[src/rtl/mstslv_cmd_arbiter_if.sv]
// Handshake bundle between two command requesters, the arbiter, the datapath
// completion strobe and the custom_master_slave register port.
interface mstslv_cmd_arbiter_if;
  logic        req0;
  logic        req1;
  logic        req0_op;
  logic        req1_op;
  logic [25:0] req0_addr;
  logic [25:0] req1_addr;
  logic [31:0] req0_data;
  logic [31:0] req1_data;
  logic [15:0] req0_len;
  logic [15:0] req1_len;
  logic        xfer_done;
  logic [1:0]  gnt;
  logic        done0;
  logic        done1;
  logic        err;
  logic        busy;
  logic        slave_chipselect;
  logic        slave_write;
  logic [2:0]  slave_address;
  logic [31:0] slave_writedata;

  modport master (
    input  req0, req1, req0_op, req1_op, req0_addr, req1_addr,
           req0_data, req1_data, req0_len, req1_len, xfer_done,
    output gnt, done0, done1, err, busy,
           slave_chipselect, slave_write, slave_address, slave_writedata
  );

  modport slave (
    output req0, req1, req0_op, req1_op, req0_addr, req1_addr,
           req0_data, req1_data, req0_len, req1_len, xfer_done,
    input  gnt, done0, done1, err, busy,
           slave_chipselect, slave_write, slave_address, slave_writedata
  );
endinterface

[src/rtl/mstslv_cmd_arbiter.sv]
// Round-robin arbiter for two command requesters: programs the winner's command
// into four slave registers, then waits for datapath completion or timeout.
module mstslv_cmd_arbiter #(
  parameter int TIMEOUT = 1024
) (
  input logic                  clk,
  input logic                  reset_n,
  mstslv_cmd_arbiter_if.master bus
);

  localparam int            CW       = $clog2(TIMEOUT + 1);
  localparam logic [CW-1:0] CNT_LAST = CW'(TIMEOUT - 1);

  typedef enum logic [2:0] {
    ST_IDLE  = 3'd0,
    ST_SETUP = 3'd1,
    ST_WRITE = 3'd2,
    ST_WAIT  = 3'd3,
    ST_DONE  = 3'd4
  } state_t;

  state_t        state_q, state_d;
  logic [1:0]    idx_q, idx_d;
  logic [CW-1:0] cnt_q, cnt_d;
  logic          ptr_q, ptr_d;
  logic [1:0]    gnt_q, gnt_d;
  logic          err_q, err_d;
  logic          op_q, op_d;
  logic [25:0]   addr_q, addr_d;
  logic [31:0]   data_q, data_d;
  logic [15:0]   len_q, len_d;
  logic          win_s;
  logic          in_reg_s;

  function automatic logic [31:0] reg_word(input logic [1:0] i, input logic op,
                                           input logic [25:0] addr,
                                           input logic [31:0] data,
                                           input logic [15:0] len);
    case (i)
      2'd0:    reg_word = {31'd0, op};
      2'd1:    reg_word = {6'd0, addr};
      2'd2:    reg_word = data;
      2'd3:    reg_word = {16'd0, len};
      default: reg_word = 32'd0;
    endcase
  endfunction

  // State and captured-command registers.
  always_ff @(posedge clk or negedge reset_n) begin
    if (!reset_n) begin
      state_q <= ST_IDLE;
      idx_q   <= 2'd0;
      cnt_q   <= '0;
      ptr_q   <= 1'b1;
      gnt_q   <= 2'b00;
      err_q   <= 1'b0;
      op_q    <= 1'b0;
      addr_q  <= 26'd0;
      data_q  <= 32'd0;
      len_q   <= 16'd0;
    end else begin
      state_q <= state_d;
      idx_q   <= idx_d;
      cnt_q   <= cnt_d;
      ptr_q   <= ptr_d;
      gnt_q   <= gnt_d;
      err_q   <= err_d;
      op_q    <= op_d;
      addr_q  <= addr_d;
      data_q  <= data_d;
      len_q   <= len_d;
    end
  end

  // Next-state logic: arbitration, register sequencing and completion wait.
  always_comb begin
    state_d = state_q;
    idx_d   = idx_q;
    cnt_d   = cnt_q;
    ptr_d   = ptr_q;
    gnt_d   = gnt_q;
    err_d   = err_q;
    op_d    = op_q;
    addr_d  = addr_q;
    data_d  = data_q;
    len_d   = len_q;
    // With both requesting, the one not granted last wins; otherwise req1 alone picks 1.
    win_s   = (bus.req0 && bus.req1) ? ~ptr_q : bus.req1;
    case (state_q)
      ST_IDLE: begin
        if (bus.req0 || bus.req1) begin
          gnt_d  = win_s ? 2'b10 : 2'b01;
          op_d   = win_s ? bus.req1_op   : bus.req0_op;
          addr_d = win_s ? bus.req1_addr : bus.req0_addr;
          data_d = win_s ? bus.req1_data : bus.req0_data;
          len_d  = win_s ? bus.req1_len  : bus.req0_len;
          idx_d  = 2'd0;
          cnt_d  = '0;
          err_d  = 1'b0;
          if ((win_s ? bus.req1_len : bus.req0_len) == 16'd0) begin
            state_d = ST_DONE;
          end else begin
            state_d = ST_SETUP;
          end
        end else begin
          state_d = ST_IDLE;
        end
      end
      ST_SETUP: state_d = ST_WRITE;
      ST_WRITE: begin
        if (idx_q == 2'd3) begin
          cnt_d   = '0;
          state_d = ST_WAIT;
        end else begin
          idx_d   = idx_q + 2'd1;
          state_d = ST_SETUP;
        end
      end
      ST_WAIT: begin
        if (bus.xfer_done) begin
          err_d   = 1'b0;
          state_d = ST_DONE;
        end else if (cnt_q == CNT_LAST) begin
          err_d   = 1'b1;
          state_d = ST_DONE;
        end else begin
          cnt_d   = cnt_q + CW'(1);
        end
      end
      ST_DONE: begin
        ptr_d   = gnt_q[1];
        gnt_d   = 2'b00;
        idx_d   = 2'd0;
        state_d = ST_IDLE;
      end
      default: state_d = ST_IDLE;
    endcase
  end

  assign in_reg_s             = (state_q == ST_SETUP) || (state_q == ST_WRITE);
  assign bus.slave_chipselect = in_reg_s;
  assign bus.slave_write      = (state_q == ST_WRITE);
  assign bus.slave_address    = in_reg_s ? {1'b0, idx_q} : 3'd0;
  assign bus.slave_writedata  = in_reg_s ? reg_word(idx_q, op_q, addr_q, data_q, len_q) : 32'd0;
  assign bus.gnt              = gnt_q;
  assign bus.done0            = (state_q == ST_DONE) && gnt_q[0];
  assign bus.done1            = (state_q == ST_DONE) && gnt_q[1];
  assign bus.err              = (state_q == ST_DONE) && err_q;
  assign bus.busy             = (state_q != ST_IDLE);

endmodule

[src/flat_wrapper.sv]
// flat-port wrapper written by rule: the top's interface ports become plain ports
module mstslv_cmd_arbiter_flat 
#(
  parameter int TIMEOUT = 1024
)
  (clk, reset_n, bus_req0, bus_req1, bus_req0_op, bus_req1_op, bus_req0_addr, bus_req1_addr, bus_req0_data, bus_req1_data, bus_req0_len, bus_req1_len, bus_xfer_done, bus_gnt, bus_done0, bus_done1, bus_err, bus_busy, bus_slave_chipselect, bus_slave_write, bus_slave_address, bus_slave_writedata);
  mstslv_cmd_arbiter_if bus_i ();
  input logic clk;
  input logic reset_n;
  input wire logic [$bits(bus_i.req0)-1:0] bus_req0;
  input wire logic [$bits(bus_i.req1)-1:0] bus_req1;
  input wire logic [$bits(bus_i.req0_op)-1:0] bus_req0_op;
  input wire logic [$bits(bus_i.req1_op)-1:0] bus_req1_op;
  input wire logic [$bits(bus_i.req0_addr)-1:0] bus_req0_addr;
  input wire logic [$bits(bus_i.req1_addr)-1:0] bus_req1_addr;
  input wire logic [$bits(bus_i.req0_data)-1:0] bus_req0_data;
  input wire logic [$bits(bus_i.req1_data)-1:0] bus_req1_data;
  input wire logic [$bits(bus_i.req0_len)-1:0] bus_req0_len;
  input wire logic [$bits(bus_i.req1_len)-1:0] bus_req1_len;
  input wire logic [$bits(bus_i.xfer_done)-1:0] bus_xfer_done;
  output wire logic [$bits(bus_i.gnt)-1:0] bus_gnt;
  output wire logic [$bits(bus_i.done0)-1:0] bus_done0;
  output wire logic [$bits(bus_i.done1)-1:0] bus_done1;
  output wire logic [$bits(bus_i.err)-1:0] bus_err;
  output wire logic [$bits(bus_i.busy)-1:0] bus_busy;
  output wire logic [$bits(bus_i.slave_chipselect)-1:0] bus_slave_chipselect;
  output wire logic [$bits(bus_i.slave_write)-1:0] bus_slave_write;
  output wire logic [$bits(bus_i.slave_address)-1:0] bus_slave_address;
  output wire logic [$bits(bus_i.slave_writedata)-1:0] bus_slave_writedata;
  assign bus_i.req0 = bus_req0;
  assign bus_i.req1 = bus_req1;
  assign bus_i.req0_op = bus_req0_op;
  assign bus_i.req1_op = bus_req1_op;
  assign bus_i.req0_addr = bus_req0_addr;
  assign bus_i.req1_addr = bus_req1_addr;
  assign bus_i.req0_data = bus_req0_data;
  assign bus_i.req1_data = bus_req1_data;
  assign bus_i.req0_len = bus_req0_len;
  assign bus_i.req1_len = bus_req1_len;
  assign bus_i.xfer_done = bus_xfer_done;
  assign bus_gnt = bus_i.gnt;
  assign bus_done0 = bus_i.done0;
  assign bus_done1 = bus_i.done1;
  assign bus_err = bus_i.err;
  assign bus_busy = bus_i.busy;
  assign bus_slave_chipselect = bus_i.slave_chipselect;
  assign bus_slave_write = bus_i.slave_write;
  assign bus_slave_address = bus_i.slave_address;
  assign bus_slave_writedata = bus_i.slave_writedata;
  mstslv_cmd_arbiter #(.TIMEOUT(TIMEOUT)) u_core (.clk(clk), .reset_n(reset_n), .bus(bus_i));
endmodule
[config.mk]
export PLATFORM = sky130hd
export DESIGN_NAME = mstslv_cmd_arbiter_flat
export DESIGN_NICKNAME = d
export VERILOG_FILES = /design/src/rtl/mstslv_cmd_arbiter_if.sv /design/src/rtl/mstslv_cmd_arbiter.sv /design/src/flat_wrapper.sv
export SDC_FILE = /design/constraint.sdc
export NUM_CORES = 1
export LEC_CHECK = 0
export CAP_MARGIN = 5
export CORE_MARGIN = 1
export CORE_UTILIZATION = 43
export DETAILED_ROUTE_END_ITERATION = 10
export PLACE_DENSITY = 0.8
export SYNTH_ARGS = -nofsm -noshare
export SYNTH_HDL_FRONTEND = slang
export SYNTH_SLANG_ARGS = --single-unit
[constraint.sdc]
create_clock -name clk -period 2.8 [get_ports clk]
set_clock_uncertainty 0.05 [all_clocks]
set_input_delay 0.42 -clock clk [delete_from_list [all_inputs] [get_ports clk]]
set_output_delay 0.42 -clock clk [all_outputs]
set_load 0.05 [all_outputs]
==> impl_metrics.yaml <==
min_path:
  hold_depth: 2
  hold_start: "u_core.len_q[1]"
  hold_class: "reg -> reg"
clock_tree:
  clkTransAtPathRegs_ns: 0.09
  insertion_delay_ns: 0.37
  clock_sinks: 95
  h-tree-depth: 3
  cts_made_buffers: 9
  root_buffer: "clkbuf_8"
  post-cts-setup-buffer-count: 0
  cts_tree: "yes"
  clockBufferDepth: 2
routing:
  avgViaCountPerCell: 5.93
  finalWirelength_mm: 15.1
  drt_first_iter_violations: 722
  drc: 9
  antenna_left: 0
  detail_route.wl_per_cell_um: 18.9
  drt_pre_antenna_iters: 11
  vias: 4756
worst_setup_path:
  r2r_start: "u_core.state_q[0]"
  r2r_end: "u_core.data_q[10]"
  crit_end: "bus_slave_write"
  r2r_cells: 6
  crit_chain: "buf_4, nor3b_1, clkdlybuf4s50_1"
  path_depth: 3
  endpoint_kind: "output port"
  cp-start-kind: "flop"
  cp.buffers_inverters: 2
  startpoint: "u_core.state_q[2]"
  path_class: "reg -> out"
  r2r_slack_ns: 0.20
  worst_ep_required_time_ns: 2.33
  cpMaxStageDelayCell: "clkdlybuf4s50_1"
  cpPeakStageDelay_ns: 0.89
  crit_family: "buffers and inverters"
  crit_arrival_ns: 2.23
  worst-path-max-fanout: 21
logic_synthesis:
  ys_top_cells_by_area: "dfrtp_1 (49%), a222oi_1 (16%), inv_1 (5.0%), mux2i_1 (3.6%), o21ai_0 (2.8%)"
  synth_flop_cell: "dfrtp_1"
  yosysMostFrequentCell: "dfrtp_1"
  synthMuxAreaShare_pct: 3.80
  netlist.area_leader.share_pct: 49.2
  synth-compound-area-share_pct: 23.8
  yosys.area_share.adder_pct: 1.31
  synth_top_family_by_area: "compound AO/OA/AOI/OAI gates"
  synthXorXnorAreaFrac_pct: 0.366
  seq_area_frac_synth_pct: 49.8
  synthesis.instances: 475
  yosys.area_share.simple_pct: 11.3
  synth_nets: 635
  synth_commonest_cells: "dfrtp_1 (94), a222oi_1 (75), inv_1 (64)"
  ys_async_sr_fraction_pct: 100
  synth_area_sq_um: 4780
  yosysTopAreaCell: "dfrtp_1"
  synth-edff-count: 0
  yosysUniqueCellTypes: 46
  synth_warnings: 0
  ys_seq_elements: 95
  syn_avg_cell_area_sq_um: 10.1
pwr:
  power_density_nw_per_um2: 903
  p_leak_nw: 3.31
  max-vdd-ir-drop_mv: 0.878
  finalPower_mw: 6.73
global_route:
  grt_max_degree: 96
  grt_pass1_wl_mm: 23.8
  gr-total-overflow: 0
  grt_pass1_vias: 4726
  grtUsageTotal_pct: 26.8
  antenna_found_initial: 0
timing:
  final_max_slew_viol_count: 0
  fin_setup_tns_ns: 0
  rsz0062_at_grt: "yes"
  min_period_over_period_pct: 96.6
  hold_violations: 0
  setup_viol: 0
  hold_slack_ns: 0.441
  worst_pin_slew_ns: 1.04
  max_freq_ghz: 0.370
  relSlewSlack_pct: 30.4
  final.setup.worst_slack_ns: 0.0957
  finalCriticalPeriod_ns: 2.70
finish:
  multi_input_area_sq_um: 1970
  ff_latch_area_sq_um: 2380
  area_delta_synth_final_pct: 56.0
  final_util_pct: 68.8
  num_antenna_cells: 0
  fill_cells: 825
  nets: 817
  layout-drive-gt1-share_pct: 11.9
place:
  dp_hpwl_mm: 10.9
  pre_cts_ws_ns: 0.0114
  io_buffers: 196
  place.gp.congestion: 0.866
outcome:
  status: "finished, violations left"
  violations: "design-rule violations"
flow_run:
  drv_cap: 0
floorplanning:
  rows: 38
  ioPinCount: 198
  core_area_sq_um: 10800
  die_w_um: 107
  start_util_pct: 44.1
  die_y_um: 107
  dieArea_sq_um: 11500
[stage by stage]
| stage | instance area, sq um | cells |
|---|---|---|
| after floorplan | 4780 | 475 |
| after global placement | 7210 | 785 |
| after detailed placement | 7210 | 785 |
| after CTS | 7450 | 802 |
| after global routing | 7460 | 802 |
| final | 7460 | 802 |
[sequential cells by signal, indices dropped and copies added, names as in the netlist, 2 cells and up]
register / count
u_core.addr_q: 26
u_core.bus.gnt: 2
u_core.cnt_q: 11
u_core.data_q: 32
u_core.idx_q: 2
u_core.len_q: 16
u_core.state_q: 3
[power breakdown]
group	internal [mW]	leakage (nW)	switching, mW
clock network	0.524	0.116	0.480
logic	1.48	2.01	1.89
registers	1.99	1.18	0.370
total	3.99	3.31	2.74
[placed cells by master, fill, tap and decap left out, types with 2 or more instances in the layout]
cell             count
a222oi_1            75
clkinv_2             3
mux2i_1             17
o31a_1               2
o21ai_0             27
nor2_2               2
or3_4                2
a21oi_1             11
a22oi_1             10
clkdlybuf4s50_1    162
nand4_1              2
nor4_1               9
buf_4               14
bufinv_16            2
ha_1                 5
nand2_1             27
dfrtp_1             94
a31o_2               2
inv_1               64
nor3_1               6
a2111o_1             2
or3_1                6
xnor2_1              2
buf_12              36
a21o_1               2
and3_1              10
clkbuf_8            10
nand3b_1             2
nor2_1              33
[cells by family (layout without fill, tap and decap cells)]
group	after synthesis	after routing
xor+xnor	2	2
mux	18	18
fa+ha+maj	5	5
simple gates	110	110
other cells	1	1
buf+inv	107	294
flops	95	95
compound gates	137	137
[metal layers]
metal | part of all wire, % | global-route usage [%] | wire (um) | up-vias
li1 | - | - | - | 2166
met1 | 39 | 32.6 | 5970 | 2309
met2 | 50 | 45.7 | 7570 | 235
met3 | 6.7 | 5.15 | 1020 | 46
met4 | 3.8 | 12.8 | 568 | 0
met5 | 0 | 0 | 0 | -
[repair_timing]
item | in CTS | in global routing
endpoints found under the setup margin | 19 | 14
hold buffers | 1 | 0
cloned | 0 | 0
resized for setup | 1 | 3
endpoints found under the hold margin | 39 | 0
[how the worst min path moves through the flow]
stage | slack [ns] | endpoint
after floorplan | 0.07 | u_core.addr_q[0]
after global placement | 0.38 | u_core.addr_q[8]
after detailed placement | 0.38 | u_core.data_q[10]
after CTS | 0.44 | u_core.len_q[1]
after global routing | 0.47 | u_core.data_q[27]
final | 0.44 | u_core.len_q[1]
[tightest hold or removal path, stage by stage, from the launching register on]
cell and delay, ns:
dfrtp_1 0.35, nand2_1 0.05, o21ai_0 0.06
[final cells by class]
cell class | count | area share, %
timing repair buffer | 214 | 33.1
sequential | 95 | 31.9
multi-input combinational | 273 | 26.5
inverter | 64 | 3.22
tap | 140 | 2.35
clock buffer | 10 | 1.85
clock inverter | 6 | 1.12
No activity file was read; power rests on OpenSTA's default activity.
